==> config.mk <==
export PLATFORM = sky130hd
export DESIGN_NAME = inst_fetch
export DESIGN_NICKNAME = d
export VERILOG_FILES = /design/src/rtl/mips_pkg.sv /design/src/rtl/inst_fetch.sv
export SDC_FILE = /design/constraint.sdc
export NUM_CORES = 1
export LEC_CHECK = 0
export CAP_MARGIN = 20
export CORE_UTILIZATION = 35
export CTS_CLUSTER_SIZE = 14
export DETAILED_ROUTE_END_ITERATION = 16
export SLEW_MARGIN = 20
export SYNTH_ARGS = -nofsm -noshare
export SYNTH_HDL_FRONTEND = slang
export SYNTH_SLANG_ARGS = --single-unit
==> constraint.sdc <==
create_clock -name clk -period 4.4 [get_ports clk]
set_input_delay 0.44 -clock clk [delete_from_list [all_inputs] [get_ports clk]]
set_output_delay 0.44 -clock clk [all_outputs]
set_load 0.005 [all_outputs]
==> src/rtl/mips_pkg.sv <==
// Shared MIPS core definitions: fetch FSM encoding and instruction-word constants.
package mips_pkg;

   localparam logic [31:0] NOP_INST   = 32'h0000_0000;
   localparam int unsigned WORD_BYTES = 4;

   typedef enum logic [1:0] {
      REQ   = 2'd0,
      HOLD  = 2'd1,
      DRAIN = 2'd2
   } fetch_state_t;

endpackage

==> src/rtl/inst_fetch.sv <==
// Instruction fetch: PC, req/ack instruction-memory reads, valid/ready hand-off to the decoder,
// and redirect handling that squashes the fetch currently in flight.
module inst_fetch
   import mips_pkg::*;
#(
   parameter logic [31:0] RESET_PC = 32'h0000_0000
) (
   input  logic        clk,
   input  logic        rst,
   output logic        imem_req,
   output logic [31:0] imem_addr,
   input  logic        imem_ack,
   input  logic [31:0] imem_rdata,
   output logic [31:0] inst,
   output logic        inst_valid,
   input  logic        inst_ready,
   output logic [31:0] inst_pc,
   output logic [31:0] pc_plus4,
   input  logic        redirect_valid,
   input  logic [31:0] redirect_pc,
   output logic        misalign_err
);

   fetch_state_t r_state, w_state_nxt;
   logic [31:0]  r_pc, w_pc_nxt;
   logic [31:0]  r_req_addr, w_req_addr_nxt;
   logic [31:0]  r_inst, w_inst_nxt;
   logic [31:0]  r_inst_pc, w_inst_pc_nxt;
   logic         r_valid, w_valid_nxt;
   logic         r_err, w_err_nxt;
   logic [31:0]  w_redir_pc;
   logic [31:0]  w_pc_inc;

   assign w_redir_pc = {redirect_pc[31:2], 2'b00};
   assign w_pc_inc   = r_pc + 32'(WORD_BYTES);

   always_ff @(posedge clk) begin
      if (rst) begin
         r_state    <= REQ;
         r_pc       <= RESET_PC;
         r_req_addr <= RESET_PC;
         r_inst     <= NOP_INST;
         r_inst_pc  <= RESET_PC;
         r_valid    <= 1'b0;
         r_err      <= 1'b0;
      end else begin
         r_state    <= w_state_nxt;
         r_pc       <= w_pc_nxt;
         r_req_addr <= w_req_addr_nxt;
         r_inst     <= w_inst_nxt;
         r_inst_pc  <= w_inst_pc_nxt;
         r_valid    <= w_valid_nxt;
         r_err      <= w_err_nxt;
      end
   end

   always_comb begin
      w_state_nxt    = r_state;
      w_pc_nxt       = r_pc;
      w_req_addr_nxt = r_req_addr;
      w_inst_nxt     = r_inst;
      w_inst_pc_nxt  = r_inst_pc;
      w_valid_nxt    = r_valid;
      w_err_nxt      = r_err;

      if (redirect_valid) begin
         w_pc_nxt = w_redir_pc;
         if (redirect_pc[1:0] != 2'b00) w_err_nxt = 1'b1;
      end

      case (r_state)
         REQ: begin
            if (redirect_valid) begin
               // An unacked request cannot be withdrawn; park its address and wait it out.
               if (!imem_ack) begin
                  w_state_nxt    = DRAIN;
                  w_req_addr_nxt = r_pc;
               end
            end else if (imem_ack) begin
               w_inst_nxt    = imem_rdata;
               w_inst_pc_nxt = r_pc;
               w_valid_nxt   = 1'b1;
               w_state_nxt   = HOLD;
            end
         end
         HOLD: begin
            if (redirect_valid || inst_ready) begin
               w_valid_nxt = 1'b0;
               w_inst_nxt  = NOP_INST;
               w_state_nxt = REQ;
               if (!redirect_valid) w_pc_nxt = w_pc_inc;
            end
         end
         DRAIN: begin
            if (imem_ack) w_state_nxt = REQ;
         end
         default: w_state_nxt = REQ;
      endcase
   end

   assign imem_req     = (r_state != HOLD);
   assign imem_addr    = (r_state == DRAIN) ? r_req_addr : r_pc;
   assign inst         = r_inst;
   assign inst_valid   = r_valid;
   assign inst_pc      = r_inst_pc;
   assign pc_plus4     = r_inst_pc + 32'(WORD_BYTES);
   assign misalign_err = r_err;

endmodule

# Word level (Yosys, flattened, before mapping)
# Cells that the tools add are included.
# totals
reg_bits,132
inputBits,69
output_inout_bits,131
wordCells,48
# op_classes
n_addsub,2
n_eq_ne,9
muxes,19
bitwise_logic,2
reduce_logical,9
# ops
op,n
32-bit 2-to-1 mux,8
32-bit by 3-bit adder with 32-bit output (second input constant),2
32-bit one-hot mux with 2 select lines,1
2-bit 2-to-1 mux,5
2-bit != test (second input constant),4
4-bit AND reduction,2
3-bit != test (second input constant),2
2-bit one-hot mux with 3 select lines,1
3-bit AND reduction,2
2-bit nonzero test,2
1-bit 2-to-1 mux,3
2-bit by 1-bit == test with 1-bit output (second input constant),1
2-bit == test (second input constant),1
2-bit zero test,1
2-bit by 1-bit != test with 1-bit output (second input constant),1
1-bit inverter,2
1-bit one-hot mux with 2 select lines,1
2-bit AND reduction,1
1-bit logical OR,1

# Logic depth before layout (Yosys ltp)
# Gate-level depths: netlist (run 1).
# logic_depth
ltp_word,4
ltp_mapped,7
depth_no_buf,5

# Worst setup path after synthesis (run 1)
# No wires, ideal clock.
# synth_timing
kind,register -> output
start,"reg r_inst_pc[4], in the netlist inst_pc[4]"
end,out pc_plus4[31]
t_arrival_ns,1.846
path_slack_ns,2.114
path_stages_with_launch,5
path_cell_list,dfxtp_1 > nand4_1 > nor4_4 > or4b_2 > xnor2_1
# synth_between
elab_chain_cells,1
# synth_lines
item,line_no,rtl
"start, declared",inst_fetch.sv:28,"logic [31:0] r_inst_pc, w_inst_pc_nxt;"
"start signal, assigned",inst_fetch.sv:51,r_inst_pc <= w_inst_pc_nxt;
32-bit by 3-bit adder with 32-bit output,inst_fetch.sv:106,assign pc_plus4 = r_inst_pc + 32'(WORD_BYTES);
"end, declared",inst_fetch.sv:18,"output logic [31:0] pc_plus4,"
# Every way passes these cells.

# Worst setup path in the final report (run 1)
# Ends and elaborated chain as after synthesis.

==> results of run 1 <==
==> worst reg2reg max path: stages (launching register included) <==
cell,delay (ns)
dfxtp_1,0.50
ha_1,0.24
and4b_1,0.45
nand3_1,0.33
o41a_1,0.45
a2111oi_0,0.31
==> layout make-up <==
| cell class | instances | area (um^2) | area share (%) |
|---|---|---|---|
| repair buffers | 210 | 2072 | 23.22 |
| clock inverters | 9 | 55.05 | 0.6170 |
| multi-input cells | 565 | 3341 | 37.44 |
| well taps | 225 | 281.5 | 3.155 |
| inverters | 14 | 52.55 | 0.5890 |
| flip-flops and latches | 132 | 2643 | 29.62 |
| clock buffers | 23 | 478.0 | 5.357 |
==> metal layers <==
layer	vias to the layer above	wire, um	GRT usage, %
li1	3057	-	-
met1	2829	9034	27.55
met3	17	1162	6.152
met2	168	8666	32.31
met4	0	200	5.247
met5	-	0	0
==> sequential cells by signal, summed over array words and instances, names as in the netlist <==
signal and flops:
inst_pc 32, r_state 2, r_req_addr 32, inst_valid 1, r_pc 32, inst 32, misalign_err 1
==> worst min path at each step <==
| stage | start | end | cells past startpoint |
|---|---|---|---|
| 2_1_floorplan | r_req_addr[0] | r_req_addr[0] | 2 |
| 3_3_place_gp | misalign_err | misalign_err | 2 |
| 3_5_place_dp | misalign_err | misalign_err | 2 |
| 4_1_cts | misalign_err | misalign_err | 2 |
| 5_1_grt | r_req_addr[27] | r_req_addr[27] | 2 |
| 6_report | misalign_err | misalign_err | 2 |
==> logic make-up (layout without fill, tap and decap cells) <==
logic type                 count (synthesis)  count (layout)  share of synthesized area [%]
xor gates and xnor gates                  39              39                          5.440
DFF                                      132             132                          42.09
and+or+nand+nor                          343             343                          25.97
adders and majority gates                  2               2                         0.3985
AOI/OAI and AO/OA                        149             149                          15.37
muxes                                     32              32                          5.739
buffers and inverters                     79             256                          5.002
==> Yosys cell counts (all sizes together), types with 2 or more instances <==
master | instances | area, um^2
o31a | 2 | 17.52
and3 | 9 | 56.30
dfxtp | 132 | 2643
nand2 | 152 | 570.6
a311oi | 9 | 78.83
and4 | 9 | 78.83
xnor2 | 24 | 210.2
and2 | 2 | 12.51
clkbuf | 55 | 207.7
or3 | 2 | 12.51
or4 | 13 | 101.4
or4b | 2 | 20.02
o21ai | 4 | 20.02
nand4 | 17 | 118.9
nor3 | 11 | 55.05
nor2 | 72 | 270.3
nand3 | 29 | 145.1
buf | 10 | 53.79
or2 | 2 | 12.51
o31ai | 9 | 67.56
ha | 2 | 25.02
xor2 | 15 | 131.4
a32oi | 2 | 17.52
a22oi | 32 | 240.2
nor2b | 2 | 12.51
a2111oi | 4 | 36.29
a21oi | 68 | 340.3
nor4 | 12 | 90.09
inv | 13 | 48.80
mux2 | 32 | 360.4
nand3b | 3 | 22.52
a211oi | 12 | 90.09
==> power by group through the flow <==
stage	Combinational (mW)	Clock [mW]	Sequential, mW
2_1_floorplan	0.195	0	1.31
3_3_place_gp	0.396	0	1.35
3_5_place_dp	0.398	0	1.35
4_1_cts	0.399	1.30	1.32
5_1_grt	0.433	1.36	1.33
6_report	0.394	1.28	1.32
==> per-stage QoR <==
| step | cells | total power, mW | utilization, % | worst slack, ns | hold slack (ns) |
|---|---|---|---|---|---|
| floorplan | 776 | 1.509 | - | 2.114 | 0.4338 |
| global placement | 1146 | 1.741 | 48.17 | 1.366 | 0.4353 |
| detailed placement | 1146 | 1.743 | 48.17 | 1.332 | 0.4415 |
| CTS | 1178 | 3.020 | 51.23 | 0.8798 | 0.4519 |
| global route | 1178 | 3.120 | 51.23 | 0.7432 | 0.4659 |
| finish | 1178 | 2.992 | 51.23 | 0.8990 | 0.4484 |
==> impl_metrics.py, run 1 <==
metrics = {
    "sta": {
        "max_freq_ghz": 0.2856,
        "finClkSkew_ns": 0.005096,
        "period_minus_slack_ns": 3.501,
        "finalHoldViolations": 0,
        "final_count_of_negative_setup_slack_endpoints": 0,
        "finalMaxSlewViolations": 0,
        "grt_setup_unrepaired": "no",
        "actual_transition_at_the_worst_max_transition_pin_ns": 0.9084,
        "maxSlewHeadroom_pct": 39.44,
        "finalCritPeriodShare_pct": 79.57,
        "tns_ns": 0,
    },
    "setup_path": {
        "critPathArrivalTime_ns": 3.06,
        "critical_path_class": "reg -> out",
        "cp-start-kind": "flip-flop",
        "cp_cell_sequence": "nand4_1 -> nor4_4 -> or4b_2 -> xnor2_1 -> clkdlybuf4s50_1",
        "crit_path_top_delay_cell": "or4b_2",
        "critical_path_depth": 5,
        "r2r_setup_slack_ns": 2.01,
        "crit-reg2reg-capture": "r_pc[26]",
        "worst_r2r_startpoint": "r_pc[2]",
        "path_delay_family": "simple AND/OR/NAND/NOR gates",
        "number_of_cell_instances_on_the_worst_register_to_register_path": 5,
        "worst_setup_path_endpoint": "pc_plus4[31]",
        "path_max_fanout": 8,
        "critPathLaunch": "inst_pc[4]",
        "critical_path_required_ns": 3.96,
        "critical-path-max-stage-delay_ns": 0.65,
        "worst_setup_path_end_kind": "output pin",
        "cp_num_buf_inv": 1,
    },
    "logic_synthesis": {
        "yosys_warnings": 0,
        "synth-main-ff-cell": "dfxtp_1",
        "number_of_distinct_library_cells_after_synthesis": 53,
        "synth-edff-count": 0,
        "postSynthNetCount": 847,
        "ys_seq_area_share_pct": 42.09,
        "ys_seq_elements": 132,
        "post_synth.cell_area_avg_um2": 8.091,
        "async_s_r_ff_share_synth_pct": 0,
        "netlist_area_um2": 6279,
        "cells_after_synthesis": 776,
    },
    "clock_tree": {
        "clkTransAtPathRegs_ns": 0.06,
        "cts-resized-gates": 0,
        "cts_tree": "yes",
        "post_cts.repair.setup_buffers": 0,
        "ctsLongestPathBuffers": 2,
        "htree_num_levels": 4,
        "cts_buffers": 17,
        "worstSkewPairLatency_ns": 0.41,
        "cts-root-buf": "clkbuf_16",
        "clock_sinks": 132,
        "holdBufCountCts": 0,
    },
    "global_route": {
        "gr-usage-all-layers_pct": 20.64,
        "gr-total-overflow": 0,
        "grt_pass1_vias": 5552,
        "maximum_number_of_pins_on_one_net_before_global_route_repair": 73,
        "global_route_wire_length_before_repair_um": 29870,
        "antenna_violations_before_repair": 0,
    },
    "route": {
        "routedWlPerCell_um": 16.18,
        "first_pass_iters": 5,
        "drt_iter0_markers": 459,
        "routed_via_density": 5.154,
        "via_count": 6071,
        "drtAntennaViolNets": 0,
        "finalWirelength_um": 19060,
        "drc_errors": 0,
    },
    "power": {
        "sequentialPowerShare_pct": 44.2,
        "power.share.switching_pct": 25.41,
        "p_sw_mw": 0.7601,
        "leakage_nw": 3.090,
        "cellInternalPower_mw": 2.232,
        "p_per_area_nw_per_um2": 335.3,
        "power.share.combinational_pct": 13.2,
        "ir_worst_vdd_v": 0.0002661,
        "pwr-share-clk_pct": 42.6,
    },
    "floorplan": {
        "die_extent_in_y_um": 135.9,
        "core.rowCount": 48,
        "boundaryPins": 200,
        "die_x_um": 135.9,
        "core_area_um2": 17420,
        "design.die.area_um2": 18480,
        "initial_core_util_pct": 36.05,
    },
    "place": {
        "gpl.final_weighted_congestion": 0.8192,
        "post_dp_cell_area_um2": 8389,
        "portBuffers": 199,
        "post-dp-hpwl_um": 13050,
    },
    "cells_and_area": {
        "drive_gt1_share_pct": 9.024,
        "layout-area-overhead-vs-synth_pct": 42.11,
        "antennaDiodeCount": 0,
        "most-common-layout-cells": "198 x clkdlybuf4s50_1, 152 x nand2_1, 132 x dfxtp_1",
        "commonest_non_fill_non_tap_cell_in_the_layout": "clkdlybuf4s50_1",
        "fillCellCount": 1752,
        "layout_nets": 1011,
        "final_cell_area_um2": 8922,
    },
    "status": {
        "status": "complete, no violations",
    },
    "worst_hold_path": {
        "holdCritPathClass": "reg -> reg",
    },
    "run": {
        "timing.max_cap.violations": 0,
    },
}
No activity file was read; power rests on OpenSTA's default activity.
==> run 2, diff against run 1 <==
PLACE_DENSITY = 0.66   (was default)
clock period = 3.2 ns   (was 4.4 ns; I/O delays follow)
==> run 2 against run 1 <==
  * Setup slack got worse by 0.77 ns
  * Register-to-register slack worse by 1.2 ns
  * Combinational power up 41%
  * Clock power rose by 60%
  * Critical endpoint unchanged
  * Highest routed layer unchanged
==> impl_metrics.py, run 2 (synthesis gave the netlist of run 1 again) <==
metrics = {
    "place": {
        "gpl.final_weighted_congestion": 0.8170,
        "post-dp-hpwl_um": 13310,
        "numPlacedInstances": 1153,
        "portBuffers": 199,
    },
    "clock_tree": {
        "cts-root-buf": "clkbuf_16",
        "cts_tree": "yes",
        "clkTransAtPathRegs_ns": 0.06,
        "htree_num_levels": 4,
        "cts_buffers": 17,
        "holdBufCountCts": 0,
        "clock_sinks": 132,
        "post_cts.repair.setup_buffers": 0,
        "worstSkewPairLatency_ns": 0.42,
        "ctsLongestPathBuffers": 2,
    },
    "sta": {
        "maxSlewHeadroom_pct": 48.16,
        "actual_transition_at_the_worst_max_transition_pin_ns": 0.7705,
        "finalHoldViolations": 0,
        "max_freq_ghz": 0.3256,
        "finClkSkew_ns": 0.005591,
        "tns_ns": 0,
        "grt_setup_unrepaired": "no",
        "final_count_of_negative_setup_slack_endpoints": 0,
        "period_minus_slack_ns": 3.071,
        "finalCritPeriodShare_pct": 95.98,
        "finalMaxSlewViolations": 0,
    },
    "cells_and_area": {
        "layout-area-overhead-vs-synth_pct": 44.72,
        "fillCellCount": 1662,
        "most-common-layout-cells": "198 x clkdlybuf4s50_1, 152 x nand2_1, 131 x dfxtp_1",
        "layout_nets": 1018,
        "layout.cells.non_filler": 1185,
        "commonest_non_fill_non_tap_cell_in_the_layout": "clkdlybuf4s50_1",
        "drive_gt1_share_pct": 10.31,
        "antennaDiodeCount": 0,
    },
    "status": {
        "status": "complete, no violations",
    },
    "worst_hold_path": {
        "holdCritPathClass": "in -> reg",
        "worstHoldPathCells": 2,
    },
    "floorplan": {
        "die_x_um": 135.9,
        "core_area_um2": 17420,
        "initial_core_util_pct": 36.05,
        "core.rowCount": 48,
        "die_extent_in_y_um": 135.9,
        "design.die.area_um2": 18480,
        "boundaryPins": 200,
    },
    "route": {
        "routed_via_density": 5.173,
        "finalWirelength_um": 18920,
        "drt_iter0_markers": 355,
        "routedWlPerCell_um": 15.97,
        "first_pass_iters": 5,
        "via_count": 6130,
        "drc_errors": 0,
        "drtAntennaViolNets": 0,
    },
    "power": {
        "post-layout-total-power_mw": 4.421,
        "power.share.combinational_pct": 12.5,
        "cellInternalPower_mw": 3.348,
        "pwr-share-clk_pct": 46.4,
        "power.share.switching_pct": 24.27,
        "p_per_area_nw_per_um2": 486.6,
        "sequentialPowerShare_pct": 41.1,
        "ir_worst_vdd_v": 0.0003861,
        "leakage_nw": 3.165,
        "p_sw_mw": 1.073,
    },
    "global_route": {
        "antenna_violations_before_repair": 0,
        "global_route_wire_length_before_repair_um": 29530,
        "gr-total-overflow": 0,
        "maximum_number_of_pins_on_one_net_before_global_route_repair": 56,
        "gr-usage-all-layers_pct": 20.63,
        "grt_pass1_vias": 5613,
    },
    "setup_path": {
        "cp-start-kind": "flip-flop",
        "worst_setup_path_end_kind": "output pin",
        "path_max_fanout": 8,
        "critical_path_required_ns": 2.88,
        "critPathArrivalTime_ns": 2.75,
        "critical_path_class": "reg -> out",
        "r2r_setup_slack_ns": 0.85,
        "number_of_cell_instances_on_the_worst_register_to_register_path": 4,
    },
    "run": {
        "timing.max_cap.violations": 0,
    },
}
[run 2: metal layers]
metal | up-vias | global-route usage, % | wire [um]
li1 | 3075 | - | -
met1 | 2845 | 26.32 | 8564
met2 | 191 | 33.53 | 8930
met3 | 19 | 5.779 | 1136
met4 | 0 | 6.420 | 290
met5 | - | 0 | 0
[run 2: power groups by stage]
stage,combinational [mW],clock [mW],sequential [mW]
after CTS,0.560,2.10,1.81
final,0.554,2.05,1.81
after global placement,0.556,0,1.85
after global routing,0.603,2.17,1.83
after detailed placement,0.556,0,1.85
after floorplan,0.268,0,1.81
[run 2: area by class of cell]
cell class                      instances  area, um^2  area share, %
Clock inverter                         14       185.2          2.038
Clock buffer                           18       439.2          4.833
Sequential cell                       132        2644          29.10
Timing Repair Buffer                  217        2137          23.52
Inverter                               14       52.55         0.5784
Tap cell                              225       281.5          3.098
Multi-Input combinational cell        565        3347          36.84
[run 2: path summary, 6_finish.rpt]
check | start | to
max | inst_pc[8] | pc_plus4[31]
min | rst | inst[10]
max reg2reg | r_pc[24] | r_pc[30]
min reg2reg | misalign_err | misalign_err
[run 2: critical path, stage by stage, from the launching register on]
cell	delay, ns
dfxtp_1	0.44
nand4_1	0.23
nor4_4	0.36
or4b_2	0.63
xnor2_1	0.16
clkdlybuf4s50_1	0.51
[run 2: what timing repair did]
item	CTS	global route
resized for setup	1	2
endpoints found under the setup margin	3	4
pin swaps	1	1
[run 2: stage by stage]
step                      util [%]  hold WS (ns)  cell area, um^2  worst slack, ns
after floorplan                  -        0.4338             6279            1.034
after global placement       48.54        0.4352             8454           0.4874
after detailed placement     48.54        0.4439             8454           0.4349
after CTS                    52.15        0.3777             9082          0.08446
after global routing         52.17        0.3932             9086          0.02016
final                        52.17        0.3799             9086           0.1287
==> run 3, diff against run 2 <==
CTS_CLUSTER_DIAMETER = 40   (was default)
==> results of run 3 <==
The final DEF is identical to that of run 2; final timing and power are the same.
